`config.mk`:
```
export PLATFORM = sky130hd
export DESIGN_NAME = gpio_pad_ctrl
export DESIGN_NICKNAME = d
export VERILOG_FILES = /design/src/rtl/gpio_pad_ctrl.sv
export SDC_FILE = /design/constraint.sdc
export NUM_CORES = 1
export LEC_CHECK = 0
export ABC_AREA = 0
export CAP_MARGIN = 25
export CORE_AREA = 2 2 86 150
export DETAILED_ROUTE_END_ITERATION = 10
export DIE_AREA = 0 0 88 152
export GPL_ROUTABILITY_DRIVEN = 0
export PLACE_DENSITY = 0.84
export SYNTH_ARGS = -nofsm -noshare
export SYNTH_HDL_FRONTEND = slang
export SYNTH_SLANG_ARGS = --single-unit
```
`constraint.sdc`:
```
create_clock -name clk -period 2.8 [get_ports clk]
set_input_delay 0.28 -clock clk [delete_from_list [all_inputs] [get_ports clk]]
set_output_delay 0.28 -clock clk [all_outputs]
set_load 0.05 [all_outputs]
```
`src/rtl/gpio_pad_ctrl.sv`:
```
// gpio_pad_ctrl: register-mapped pad control with startup settle window, input synchronisers and edge flags.
module gpio_pad_ctrl #(
  parameter int NUM_BIDIR     = 8,
  parameter int NUM_INPUT     = 4,
  parameter int SYNC_STAGES   = 2,
  parameter int SETTLE_CYCLES = 16
) (
  input  logic                 clk,
  input  logic                 rst_n,
  input  logic                 req_valid,
  output logic                 req_ready,
  input  logic                 req_write,
  input  logic [3:0]           req_addr,
  input  logic [31:0]          req_wdata,
  output logic                 rsp_valid,
  output logic [31:0]          rsp_rdata,
  input  logic [NUM_BIDIR-1:0] bidir_in,
  input  logic [NUM_INPUT-1:0] input_in,
  output logic [NUM_BIDIR-1:0] bidir_out,
  output logic [NUM_BIDIR-1:0] bidir_oe,
  output logic [NUM_BIDIR-1:0] bidir_ie,
  output logic [NUM_BIDIR-1:0] bidir_cs,
  output logic [NUM_BIDIR-1:0] bidir_sl,
  output logic [NUM_BIDIR-1:0] bidir_pu,
  output logic [NUM_BIDIR-1:0] bidir_pd,
  output logic [NUM_INPUT-1:0] input_pu,
  output logic [NUM_INPUT-1:0] input_pd,
  output logic                 edge_irq
);
  localparam int CW = $clog2(SETTLE_CYCLES) + 1;
  typedef enum logic {SETTLE, ACTIVE} state_t;
  state_t state, state_nxt;
  logic [CW-1:0] cnt;
  logic active;
  logic [NUM_BIDIR-1:0] out_r, oe_r, ie_r, pu_r, pd_r, cs_r, sl_r, edge_r, mask_r, prev_r, det, w1c, bin, wd_b;
  logic [NUM_INPUT-1:0] ipu_r, ipd_r, iin, wd_i;
  logic [SYNC_STAGES-1:0][NUM_BIDIR-1:0] bsync;
  logic [SYNC_STAGES-1:0][NUM_INPUT-1:0] isync;
  logic [2:0] ctrl_r;
  logic [31:0] rd;
  logic accept, wr, wr_cfg, unused_wdata;
  assign accept = req_valid & req_ready;
  assign wr = accept & req_write;
  assign wr_cfg = wr & ~ctrl_r[0];
  assign wd_b = req_wdata[NUM_BIDIR-1:0];
  assign wd_i = req_wdata[NUM_INPUT-1:0];
  assign unused_wdata = ^req_wdata;
  assign bin = bsync[SYNC_STAGES-1];
  assign iin = isync[SYNC_STAGES-1];
  always_ff @(posedge clk or negedge rst_n) begin
    if (!rst_n) state <= SETTLE;
    else state <= state_nxt;
  end
  always_ff @(posedge clk or negedge rst_n) begin
    if (!rst_n) cnt <= '0;
    else if (state == SETTLE) cnt <= cnt + 1'b1;
  end
  always_comb begin
    state_nxt = (state == SETTLE && cnt == CW'(SETTLE_CYCLES - 1)) ? ACTIVE : state;
  end
  always_comb begin
    active = state == ACTIVE;
    req_ready = active;
  end
  // Locked configuration registers stay frozen; EDGE clear and MASK remain writable.
  always_ff @(posedge clk or negedge rst_n) begin
    if (!rst_n) begin
      out_r <= '0;
      oe_r <= '0;
      ie_r <= '1;
      pu_r <= '0;
      pd_r <= '0;
      cs_r <= '0;
      sl_r <= '0;
      ipu_r <= '0;
      ipd_r <= '0;
      mask_r <= '0;
      ctrl_r <= '0;
    end else begin
      if (wr_cfg && req_addr == 4'd0) out_r <= wd_b;
      if (wr_cfg && req_addr == 4'd1) oe_r <= wd_b;
      if (wr_cfg && req_addr == 4'd2) ie_r <= wd_b;
      if (wr_cfg && req_addr == 4'd3) pu_r <= wd_b;
      if (wr_cfg && req_addr == 4'd4) pd_r <= wd_b;
      if (wr_cfg && req_addr == 4'd5) cs_r <= wd_b;
      if (wr_cfg && req_addr == 4'd6) sl_r <= wd_b;
      if (wr_cfg && req_addr == 4'd7) ipu_r <= wd_i;
      if (wr_cfg && req_addr == 4'd8) ipd_r <= wd_i;
      if (wr && req_addr == 4'd12) mask_r <= wd_b;
      if (wr_cfg && req_addr == 4'd13) ctrl_r <= req_wdata[2:0];
    end
  end
  always_comb begin
    det = ctrl_r[2:1] == 2'd0 ? bin & ~prev_r :
          ctrl_r[2:1] == 2'd1 ? ~bin & prev_r :
          ctrl_r[2:1] == 2'd2 ? bin ^ prev_r : '0;
    w1c = (wr && req_addr == 4'd11) ? wd_b : '0;
  end
  always_ff @(posedge clk or negedge rst_n) begin
    if (!rst_n) begin
      bsync <= '0;
      isync <= '0;
      prev_r <= '0;
      edge_r <= '0;
      edge_irq <= 1'b0;
    end else begin
      bsync <= {bsync[SYNC_STAGES-2:0], bidir_in};
      isync <= {isync[SYNC_STAGES-2:0], input_in};
      prev_r <= bin;
      edge_r <= (edge_r & ~w1c) | det;
      edge_irq <= |(edge_r & mask_r);
    end
  end
  always_comb begin
    rd = '0;
    case (req_addr)
      4'd0:  rd = 32'(out_r);
      4'd1:  rd = 32'(oe_r);
      4'd2:  rd = 32'(ie_r);
      4'd3:  rd = 32'(pu_r);
      4'd4:  rd = 32'(pd_r);
      4'd5:  rd = 32'(cs_r);
      4'd6:  rd = 32'(sl_r);
      4'd7:  rd = 32'(ipu_r);
      4'd8:  rd = 32'(ipd_r);
      4'd9:  rd = 32'(bin);
      4'd10: rd = 32'(iin);
      4'd11: rd = 32'(edge_r);
      4'd12: rd = 32'(mask_r);
      4'd13: rd = 32'(ctrl_r);
      default: rd = '0;
    endcase
  end
  always_ff @(posedge clk or negedge rst_n) begin
    if (!rst_n) begin
      rsp_valid <= 1'b0;
      rsp_rdata <= '0;
    end else begin
      rsp_valid <= accept;
      rsp_rdata <= (accept && !req_write) ? rd : '0;
    end
  end
  assign bidir_out = out_r;
  assign bidir_cs = cs_r;
  assign bidir_sl = sl_r;
  assign bidir_oe = active ? oe_r : '0;
  assign bidir_ie = active ? ie_r : '0;
  assign bidir_pu = active ? pu_r & ~pd_r : '0;
  assign bidir_pd = active ? pd_r : '0;
  assign input_pu = ipu_r & ~ipd_r;
  assign input_pd = ipd_r;
endmodule
```
==> results of run 1 <==
## placed cells by master (no fill, tap or decap), drive strengths merged, types with 3 or more instances in the layout
| cell type | count |
|---|---|
| a21oi | 4 |
| a221oi | 4 |
| a22o | 6 |
| a22oi | 6 |
| a31oi | 6 |
| and2 | 28 |
| and3 | 5 |
| and3b | 9 |
| and4b | 3 |
| buf | 18 |
| bufinv | 3 |
| clkbuf | 17 |
| clkdlybuf4s50 | 101 |
| clkinv | 5 |
| clkinvlp | 4 |
| conb | 24 |
| dfrtp | 123 |
| dfstp | 8 |
| ha | 18 |
| inv | 30 |
| mux2 | 64 |
| mux2i | 24 |
| mux4 | 3 |
| nand2 | 25 |
| nand2b | 7 |
| nand3 | 4 |
| nand3b | 9 |
| nand4b | 3 |
| nor2 | 12 |
| nor2b | 9 |
| nor3 | 4 |
| nor3b | 3 |
| o21ai | 26 |
| o221ai | 8 |
| o22ai | 3 |
| xnor2 | 3 |
## critical path, cell delays in order (launching register included)
cell                              delay [ns]
sky130_fd_sc_hd__dfrtp_2                0.70
sky130_fd_sc_hd__and3b_1                0.30
sky130_fd_sc_hd__clkdlybuf4s50_1        0.82
## layout make-up
| cell class | count | area, um^2 |
|---|---|---|
| clock buffer | 17 | 425 |
| fill | 871 | 4060 |
| clock inverter | 15 | 183 |
| sequential | 131 | 3290 |
| timing repair buffer | 120 | 1180 |
| inverter | 27 | 101 |
| tap | 168 | 210 |
| multi-input combinational | 348 | 2780 |
## synth_stat cells (5+ instances only)
cell	instances
sky130_fd_sc_hd__a22o_1	6
sky130_fd_sc_hd__nand2_1	20
sky130_fd_sc_hd__and3b_1	9
sky130_fd_sc_hd__o21ai_0	26
sky130_fd_sc_hd__buf_2	7
sky130_fd_sc_hd__a31oi_1	6
sky130_fd_sc_hd__dfstp_2	8
sky130_fd_sc_hd__nand3b_1	9
sky130_fd_sc_hd__and3_1	5
sky130_fd_sc_hd__o221ai_1	8
sky130_fd_sc_hd__nor2_1	10
sky130_fd_sc_hd__inv_1	27
sky130_fd_sc_hd__clkbuf_1	10
sky130_fd_sc_hd__buf_4	30
sky130_fd_sc_hd__nand2b_1	7
sky130_fd_sc_hd__nor2b_1	8
sky130_fd_sc_hd__a22oi_1	6
sky130_fd_sc_hd__mux2i_1	24
sky130_fd_sc_hd__ha_1	18
sky130_fd_sc_hd__and2_1	27
sky130_fd_sc_hd__dfrtp_1	123
sky130_fd_sc_hd__mux2_2	60
## power groups by stage
stage | logic [mW] | clock network (mW) | registers (mW)
2_1_floorplan | 0.789 | 0 | 2.47
3_3_place_gp | 1.43 | 0 | 2.31
3_5_place_dp | 1.46 | 0 | 2.32
4_1_cts | 1.48 | 2.28 | 2.29
5_1_grt | 1.54 | 2.36 | 2.31
6_report | 1.47 | 2.27 | 2.29
## timing repair
item	in CTS	in global routing
hold buffers	1	0
gates resized for setup	1	0
hold endpoints to repair	26	0
setup endpoints to repair	2	0
## path summary, 6_finish.rpt
check                              end  slack [ns]
max                        bidir_pu[6]        0.28
min                           isync[0]        0.29
max reg2reg                bidir_cs[2]        0.51
min reg2reg                     bin[6]        0.35
max in group asynchronous      ie_r[0]        1.63
min in group asynchronous       cnt[1]        0.33
## state kept, by name (all words and copies together), names as in the netlist, 5 cells and up
| signal | flops |
|---|---|
| edge_r | 8 |
| bidir_sl | 8 |
| pu_r | 8 |
| bsync | 8 |
| bidir_cs | 8 |
| pd_r | 8 |
| oe_r | 8 |
| rsp_rdata | 8 |
| prev_r | 8 |
| ie_r | 8 |
| bidir_out | 8 |
| mask_r | 8 |
| cnt | 5 |
| bin | 8 |
## routing by layer
metal  part of all wire (%)  up-vias  GRT usage [%]
met1                     37     2371           30.9
met5                      0        -              0
met4                    5.0        0           14.1
met3                    4.9       65           4.40
met2                     53      238           44.4
li1                       -     2076              -
## through the flow
| stage | utilization, % | hold slack [ns] |
|---|---|---|
| 3_5_place_dp | 61.8 | 0.233 |
| 5_1_grt | 66.8 | 0.291 |
| 4_1_cts | 66.8 | 0.288 |
| 2_1_floorplan | - | -0.0156 |
| 3_3_place_gp | 61.8 | 0.230 |
| 6_report | 66.8 | 0.295 |
## kinds of logic (layout without fill, tap and decap cells)
logic type	count (synthesis)	in the layout	synth area share [%]
AO/OA/AOI/OAI	80	80	8.66
XOR/XNOR	3	3	0.409
adder cells (fa/ha/maj)	18	18	3.50
buffers and inverters	80	179	6.91
flip-flops	131	131	51.2
multiplexers	91	91	16.0
other	1	24	0.0583
AND/OR/NAND/NOR	132	132	13.3
==> out/metrics.json, run 1 <==
{
  "sta": {
    "finalSetupTns_ns": 0,
    "slew_headroom_pct": 59.3,
    "setup_viol": 0,
    "max_freq_ghz": 0.396,
    "maxSlewViolCount": 0,
    "finalHoldViolCount": 0,
    "tightestPinTransition_ns": 0.609,
    "grt_setup_unrepaired": "false",
    "layout_min_cycle_time_ns": 2.52,
    "finClkSkew_ns": 0.00609,
    "min_period_over_period_pct": 90.1,
    "pnr_worst_setup_slack_ns": 0.278
  },
  "clock_network": {
    "tritoncts": "done",
    "ctsLongestPathBuffers": 2,
    "tritoncts.num_buffers": 17,
    "cts_num_sinks": 131,
    "clock_insertion_delay_worst_skew_ns": 0.42,
    "postCtsSetupBuffers": 0,
    "cts_root_buffer": "sky130_fd_sc_hd__clkbuf_16",
    "clk_pin_slew_ns": 0.06,
    "ctsHtreeMaxLevel": 4
  },
  "yosys": {
    "synth_cell_types": 62,
    "ys_seq_elements": 131,
    "synth.avg_cell_area_um2": 12.0,
    "synth_largest_area_cell": "sky130_fd_sc_hd__dfrtp_1",
    "mappedNetlistArea_um2": 6430,
    "syn_inst": 536,
    "async_flop_share_pct": 100,
    "synth.yosys.warnings": 0,
    "post-synth-top-area-fraction_pct": 47.9,
    "synth_edf_count": 0,
    "synth.yosys.seq_area_share_pct": 51.2,
    "synth-main-ff-cell": "sky130_fd_sc_hd__dfrtp_1",
    "synth.area.top_cells": "sky130_fd_sc_hd__dfrtp_1 (48%), sky130_fd_sc_hd__mux2_2 (11%), sky130_fd_sc_hd__mux2i_1 (3.7%), sky130_fd_sc_hd__buf_4 (3.5%), sky130_fd_sc_hd__ha_1 (3.5%)"
  },
  "floorplanning": {
    "floorplan.initialDensity_pct": 52.6,
    "die_y_um": 152,
    "floorplan_core_area_um2": 12200,
    "die-area_um2": 13400,
    "io_pins": 151,
    "placementRows": 54,
    "die_width_um": 88
  },
  "layout": {
    "layoutNonFillerInstCount": 826,
    "layout.cell_area.non_filler_um2": 8170,
    "areaGrowthSynthToFinish_pct": 27.1,
    "layout-drive-gt1-share_pct": 20.4,
    "finish.net_count": 715,
    "diodes": 0
  },
  "placed_design": {
    "dp_slack_ns": 0.269,
    "io_buffer_count": 102,
    "dpl.hpwl_um": 12100,
    "placement.cell_area_um2": 7550,
    "dp.cells": 793
  },
  "power": {
    "power.share.clock_pct": 37.6,
    "seqPwrFrac_pct": 38.0,
    "power.switching_fraction_pct": 33.0,
    "design_power_total_mw": 6.04,
    "switching_power_mw": 1.99,
    "vdd.ir_drop.worst_mv": 0.487,
    "intPower_mw": 4.04,
    "combPwrFrac_pct": 24.4,
    "pwr_density_cell_nw_per_um2": 739,
    "static-leakage-power_nw": 3.71
  },
  "outcome": {
    "outcome": "complete, no violations"
  },
  "route": {
    "via_per_inst": 5.75,
    "drt_drc_violations_left": 0,
    "drt.antenna.violating_nets": 0,
    "dr.pass1.iters": 5,
    "dr_total_vias": 4750,
    "avgRoutedWirePerCell_um": 20.2,
    "drtIter0Drc": 407,
    "detail_route.wirelength_um": 16700
  },
  "setup_path": {
    "critPathMaxFanout": 36,
    "endpoint_kind": "output pin",
    "setup.worst_path.start": "req_ready",
    "crit_type": "flip-flop to output pin",
    "regToRegStartpoint": "req_ready",
    "required_ns": 2.52,
    "worst-endpoint-arrival_ns": 2.24,
    "rr_worst_depth": 4,
    "crit_path_start_kind": "flip-flop"
  },
  "min_path": {
    "min-delay-path-class": "input port to flip-flop",
    "hold_path_depth": 1,
    "holdCritStartpoint": "input_in[0]"
  },
  "global_routing": {
    "largest_net_degree_at_the_start_of_global_routing": 66,
    "grt_util_all_layers_pct": 26.2,
    "first_global_vias": 4889,
    "initial_antenna_violation_count": 0,
    "global_route.overflow_total": 0,
    "grt_first_pass_wirelength_um": 26300
  },
  "run": {
    "maxcap_viol_count": 0
  }
}
Note: power is estimated with default switching activity, not from simulation.
==> inputs of run 2 (changes only) <==
--- a/config.mk
+++ b/config.mk
@@ -8,9 +8,11 @@
 export ABC_AREA = 0
 export CAP_MARGIN = 25
 export CORE_AREA = 2 2 86 150
+export CTS_CLUSTER_DIAMETER = 150
 export DETAILED_ROUTE_END_ITERATION = 10
 export DIE_AREA = 0 0 88 152
 export GPL_ROUTABILITY_DRIVEN = 0
+export MAX_ROUTING_LAYER = met4
 export PLACE_DENSITY = 0.84
 export SYNTH_ARGS = -nofsm -noshare
 export SYNTH_HDL_FRONTEND = slang
==> run 2 against run 1 <==
  * Fmax increased by 0.13%
  * Global-route usage increased by 0.81 points
  * Critical path depth unchanged
  * Via count increased by 0.23%
  * Clock-buffer cell count unchanged
  * Flip-flop and latch count unchanged
  * Sequential share of layout area unchanged
  * Cell count unchanged
  * Hold slack improved by 0.0024 ns
  * Clock skew about the same
  * Largest power group unchanged
  * Highest routed layer unchanged
==> out/metrics.json, run 2 (synthesis results as in run 1) <==
{
  "sta": {
    "finClkSkew_ns": 0.00591,
    "setup_viol": 0,
    "tightestPinTransition_ns": 0.630,
    "maxSlewViolCount": 0,
    "finalHoldViolCount": 0,
    "layout_min_cycle_time_ns": 2.52,
    "finalSetupTns_ns": 0,
    "slew_headroom_pct": 58.0,
    "max_freq_ghz": 0.397,
    "grt_setup_unrepaired": "false",
    "min_period_over_period_pct": 90.0
  },
  "setup_path": {
    "cp_cell_sequence": "and3b_1 -> clkdlybuf4s50_1",
    "reg2reg_slack_ns": 0.51,
    "crit_slowest_cell": "sky130_fd_sc_hd__clkdlybuf4s50_1",
    "regToRegStartpoint": "req_ready",
    "reg2reg_to": "bidir_cs[2]",
    "critPathMaxFanout": 36,
    "required_ns": 2.52,
    "crit_path_start_kind": "flip-flop",
    "crit_type": "flip-flop to output pin",
    "worst-endpoint-arrival_ns": 2.24,
    "peak_per_stage_delay_on_the_critical_path_ns": 0.82,
    "endpoint_kind": "output pin",
    "rr_worst_depth": 4,
    "setup.worst_path.start": "req_ready"
  },
  "clock_network": {
    "cts_num_sinks": 131,
    "ctsLongestPathBuffers": 2,
    "ctsHtreeMaxLevel": 4,
    "postCtsSetupBuffers": 0,
    "cts_root_buffer": "sky130_fd_sc_hd__clkbuf_16",
    "clock_insertion_delay_worst_skew_ns": 0.42,
    "tritoncts.num_buffers": 17,
    "clk_pin_slew_ns": 0.06,
    "tritoncts": "done"
  },
  "route": {
    "met2RoutedLength_um": 8870,
    "maxUsedRoutingLayer": "met4",
    "drt.antenna.violating_nets": 0,
    "m1WireLength_um": 6250,
    "detail_route.wirelength_um": 16700,
    "drt_drc_violations_left": 0,
    "avgRoutedWirePerCell_um": 20.2,
    "dr_total_vias": 4761,
    "drtIter0Drc": 474,
    "via_per_inst": 5.76,
    "dr.pass1.iters": 5,
    "dr_wl_met3_um": 840
  },
  "floorplanning": {
    "die_y_um": 152,
    "floorplan_core_area_um2": 12200,
    "die_width_um": 88,
    "placementRows": 54,
    "floorplan.initialDensity_pct": 52.6,
    "die-area_um2": 13400,
    "io_pins": 151
  },
  "min_path": {
    "min-delay-path-class": "input port to flip-flop",
    "hold_path_depth": 1,
    "holdCritStartpoint": "input_in[0]",
    "hold-path-endpoint": "isync[0]"
  },
  "global_routing": {
    "initial_antenna_violation_count": 0,
    "grt_first_pass_wirelength_um": 26400,
    "grt_util_all_layers_pct": 27.0,
    "global_route.overflow_total": 0,
    "first_global_vias": 4869,
    "largest_net_degree_at_the_start_of_global_routing": 66
  },
  "layout": {
    "mostFrequentLayoutCells": "sky130_fd_sc_hd__dfrtp_1 (122), sky130_fd_sc_hd__clkdlybuf4s50_1 (101), sky130_fd_sc_hd__mux2_2 (60)",
    "areaGrowthSynthToFinish_pct": 27.1,
    "layout-drive-gt1-share_pct": 20.4,
    "layoutNonFillerInstCount": 826,
    "diodes": 0,
    "layout_commonest_cell": "sky130_fd_sc_hd__dfrtp_1",
    "finish.net_count": 715
  },
  "power": {
    "static-leakage-power_nw": 3.71,
    "pwr_density_cell_nw_per_um2": 738,
    "vdd.ir_drop.worst_mv": 0.484,
    "design_power_total_mw": 6.03
  },
  "placed_design": {
    "io_buffer_count": 102,
    "dp.cells": 793,
    "dpl.hpwl_um": 12100
  },
  "outcome": {
    "outcome": "complete, no violations"
  },
  "run": {
    "maxcap_viol_count": 0
  }
}
==> run 2: cell counts in the layout (fill, tap and decap cells not counted) <==
No cell type changed its count.
==> run 2: final cells by class <==
class,count,area [um^2]
clock buffer,17,425
inverter,27,101
fill,871,4060
timing repair buffer,120,1180
sequential,131,3290
tap,168,210
clock inverter,15,183
multi-input combinational,348,2780
==> run 2: worst max-delay path by stage <==
stage | end | slack (ns)
CTS | bidir_pu[6] | 0.28
global placement | bidir_cs[7] | 0.34
global route | bidir_pu[6] | 0.21
floorplan | bidir_ie[0] | 0.94
finish | bidir_pu[6] | 0.28
detailed placement | bidir_cs[4] | 0.27
==> run 2: power by group <==
group | total (mW) | internal (mW) | switching (mW)
registers | 2.29 | 2.10 | 0.191
clock network | 2.27 | 1.41 | 0.859
logic | 1.47 | 0.535 | 0.939
total | 6.03 | 4.04 | 1.99
==> run 2: through the flow <==
step | util (%) | worst slack (ns) | hold WS (ns) | instance area (um^2)
after CTS | 66.8 | 0.279 | 0.288 | 8170
final | 66.8 | 0.281 | 0.297 | 8170
after global placement | 61.8 | 0.344 | 0.230 | 7550
after detailed placement | 61.8 | 0.269 | 0.233 | 7550
after global routing | 66.8 | 0.208 | 0.291 | 8170
after floorplan | - | 0.937 | -0.0156 | 6510
==> run 2: layer usage <==
layer	track usage, %	up-vias
met2	44.4	232
met3	4.07	57
li1	-	2078
met5	-	-
met1	31.4	2394
met4	14.1	0
==> run 2: worst max-delay path, delay by kind of cell (launching register included) <==
kind,cells,cell delay [ns]
and+or+nand+nor,1,0.30
buffers and inverters,1,0.82
DFF,1,0.70
==> run 2: repair_timing <==
action / in CTS / in global routing
hold buffers: 1 / 0
hold endpoints to repair: 26 / 0
setup endpoints to repair: 2 / 0
gates resized for setup: 1 / 0
==> inputs of run 3 (changes only) <==
--- a/config.mk
+++ b/config.mk
@@ -14,6 +14,7 @@
 export GPL_ROUTABILITY_DRIVEN = 0
 export MAX_ROUTING_LAYER = met4
 export PLACE_DENSITY = 0.84
+export RECOVER_POWER = 25
 export SYNTH_ARGS = -nofsm -noshare
 export SYNTH_HDL_FRONTEND = slang
 export SYNTH_SLANG_ARGS = --single-unit
==> run 3 against run 2 <==
  * Cell count unchanged
  * Die area did not move
  * Clock power hardly changed
  * The flow now finishes with violations (capacitance limit, slew limit)
  * Combinational power about the same
  * Non-clock buffer count is the same
  * Sequential power barely moved
  * Critical path type unchanged
  * Via count down 0.82%
  * Register-to-register slack about the same
  * Sequential share of layout area hardly changed
==> out/metrics.json, run 3 (synthesis results as in run 1) <==
{
  "clock_network": {
    "tritoncts.num_buffers": 17,
    "cts_num_sinks": 131,
    "postCtsSetupBuffers": 0,
    "tritoncts": "done",
    "ctsHtreeMaxLevel": 4,
    "cts_root_buffer": "sky130_fd_sc_hd__clkbuf_16",
    "ctsLongestPathBuffers": 2,
    "clk_pin_slew_ns": 0.06,
    "clock_insertion_delay_worst_skew_ns": 0.42
  },
  "layout": {
    "areaGrowthSynthToFinish_pct": 27.1,
    "diodes": 0,
    "layout_commonest_cell": "sky130_fd_sc_hd__dfrtp_1",
    "finish.net_count": 715,
    "mostFrequentLayoutCells": "sky130_fd_sc_hd__dfrtp_1 (122), sky130_fd_sc_hd__clkdlybuf4s50_1 (89), sky130_fd_sc_hd__mux2_2 (60)",
    "layout-drive-gt1-share_pct": 20.2
  },
  "floorplanning": {
    "die-area_um2": 13400,
    "die_width_um": 88,
    "floorplan_core_area_um2": 12200,
    "die_y_um": 152,
    "floorplan.initialDensity_pct": 52.6,
    "io_pins": 151,
    "placementRows": 54
  },
  "sta": {
    "maxSlewViolCount": 31,
    "finalSetupTns_ns": 0,
    "tightestPinTransition_ns": 1.66,
    "grt_setup_unrepaired": "false",
    "finClkSkew_ns": 0.00607,
    "layout_min_cycle_time_ns": 2.52,
    "slew_headroom_pct": -10.9,
    "pnr_worst_setup_slack_ns": 0.281,
    "min_period_over_period_pct": 89.9,
    "setup_viol": 0,
    "max_freq_ghz": 0.397,
    "finalHoldViolCount": 0
  },
  "global_routing": {
    "largest_net_degree_at_the_start_of_global_routing": 66,
    "grt_first_pass_wirelength_um": 26400,
    "grt_util_all_layers_pct": 27.0,
    "grt_util_met3_pct": 4.07,
    "groute.layer.met1.usage_pct": 31.4,
    "grt_use_met2_pct": 44.4,
    "global_route.peak_usage_layer": "met2",
    "first_global_vias": 4869,
    "global_route.overflow_total": 0,
    "initial_antenna_violation_count": 0
  },
  "power": {
    "pwr_density_cell_nw_per_um2": 739,
    "static-leakage-power_nw": 3.71,
    "vdd.ir_drop.worst_mv": 0.488,
    "design_power_total_mw": 6.03
  },
  "setup_path": {
    "crit_type": "flip-flop to output pin",
    "crit_slowest_cell": "sky130_fd_sc_hd__clkdlybuf4s50_1",
    "critical_path.n_buffers_inverters": 1,
    "worst-endpoint-arrival_ns": 2.24,
    "cp_cell_sequence": "and3b_1 -> clkdlybuf4s50_1",
    "required_ns": 2.52,
    "endpoint_kind": "output pin",
    "critical_path.top_delay_family": "buffers and inverters",
    "peak_per_stage_delay_on_the_critical_path_ns": 0.82,
    "crit_path_start_kind": "flip-flop",
    "critPathMaxFanout": 36
  },
  "route": {
    "avgRoutedWirePerCell_um": 20.3,
    "drt.antenna.violating_nets": 0,
    "detail_route.wirelength_um": 16700,
    "drtIter0Drc": 454,
    "drt_drc_violations_left": 0,
    "dr.pass1.iters": 5,
    "dr_total_vias": 4722,
    "via_per_inst": 5.72
  },
  "placed_design": {
    "dp_slack_ns": 0.269,
    "io_buffer_count": 102,
    "dpl.hpwl_um": 12100
  },
  "outcome": {
    "outcome": "finished, violations left",
    "failed_checks": "capacitance limit, slew limit"
  },
  "min_path": {
    "min-delay-path-class": "flip-flop to flip-flop"
  },
  "run": {
    "maxcap_viol_count": 1
  }
}
## run 3: cell count changes in the layout (fill, tap and decap cells not counted), sizes merged
cell	delta
dlygate4sd3	+12
clkbuf	+1
clkdlybuf4s50	-12
buf	-1
## run 3: power by group
part	internal [mW]	switching, mW	leakage [nW]	total [mW]
Clock	1.41	0.867	0.286	2.27
Sequential	2.10	0.191	1.61	2.29
Combinational	0.532	0.938	1.81	1.47
Total	4.04	2.00	3.71	6.03
## run 3: per-layer routing
| layer | routed length (um) | vias to the layer above |
|---|---|---|
| li1 | - | 2078 |
| met1 | 6360 | 2380 |
| met2 | 8880 | 204 |
| met3 | 713 | 60 |
| met4 | 777 | 0 |
| met5 | 0 | - |
## run 3: repair_timing
item / in CTS / in global routing
gates resized for setup: 1 / 0
hold endpoints to repair: 26 / 0
hold buffers: 1 / 0
setup endpoints to repair: 2 / 0
## run 3: final cells by class
| type | instances | area, um^2 |
|---|---|---|
| Fill cell | 873 | 4060 |
| Sequential cell | 131 | 3290 |
| Multi-Input combinational cell | 348 | 2780 |
| Timing Repair Buffer | 120 | 1180 |
| Clock buffer | 17 | 425 |
| Tap cell | 168 | 210 |
| Clock inverter | 15 | 183 |
| Inverter | 27 | 101 |
## run 3: final timing paths
check	endpoint	cells after the start	from	slack, ns
setup / recovery	bidir_pu[6]	2	req_ready	0.28
max in group asynchronous	ie_r[0]	3	rst_n	0.70
hold reg to reg	bin[6]	0	bsync[6]	0.35
setup reg to reg	bidir_cs[2]	4	req_ready	0.52
hold / removal	bin[6]	0	bsync[6]	0.35
min in group asynchronous	req_ready	2	rst_n	0.82
## run 3: stage by stage
| step | hold WS [ns] | cells | instance area, um^2 | utilization, % |
|---|---|---|---|---|
| floorplan | -0.0156 | 559 | 6510 | - |
| detailed placement | 0.233 | 793 | 7550 | 61.8 |
| global placement | 0.230 | 793 | 7550 | 61.8 |
| global route | 0.355 | 826 | 8170 | 66.8 |
| finish | 0.347 | 826 | 8170 | 66.8 |
| CTS | 0.288 | 826 | 8170 | 66.8 |
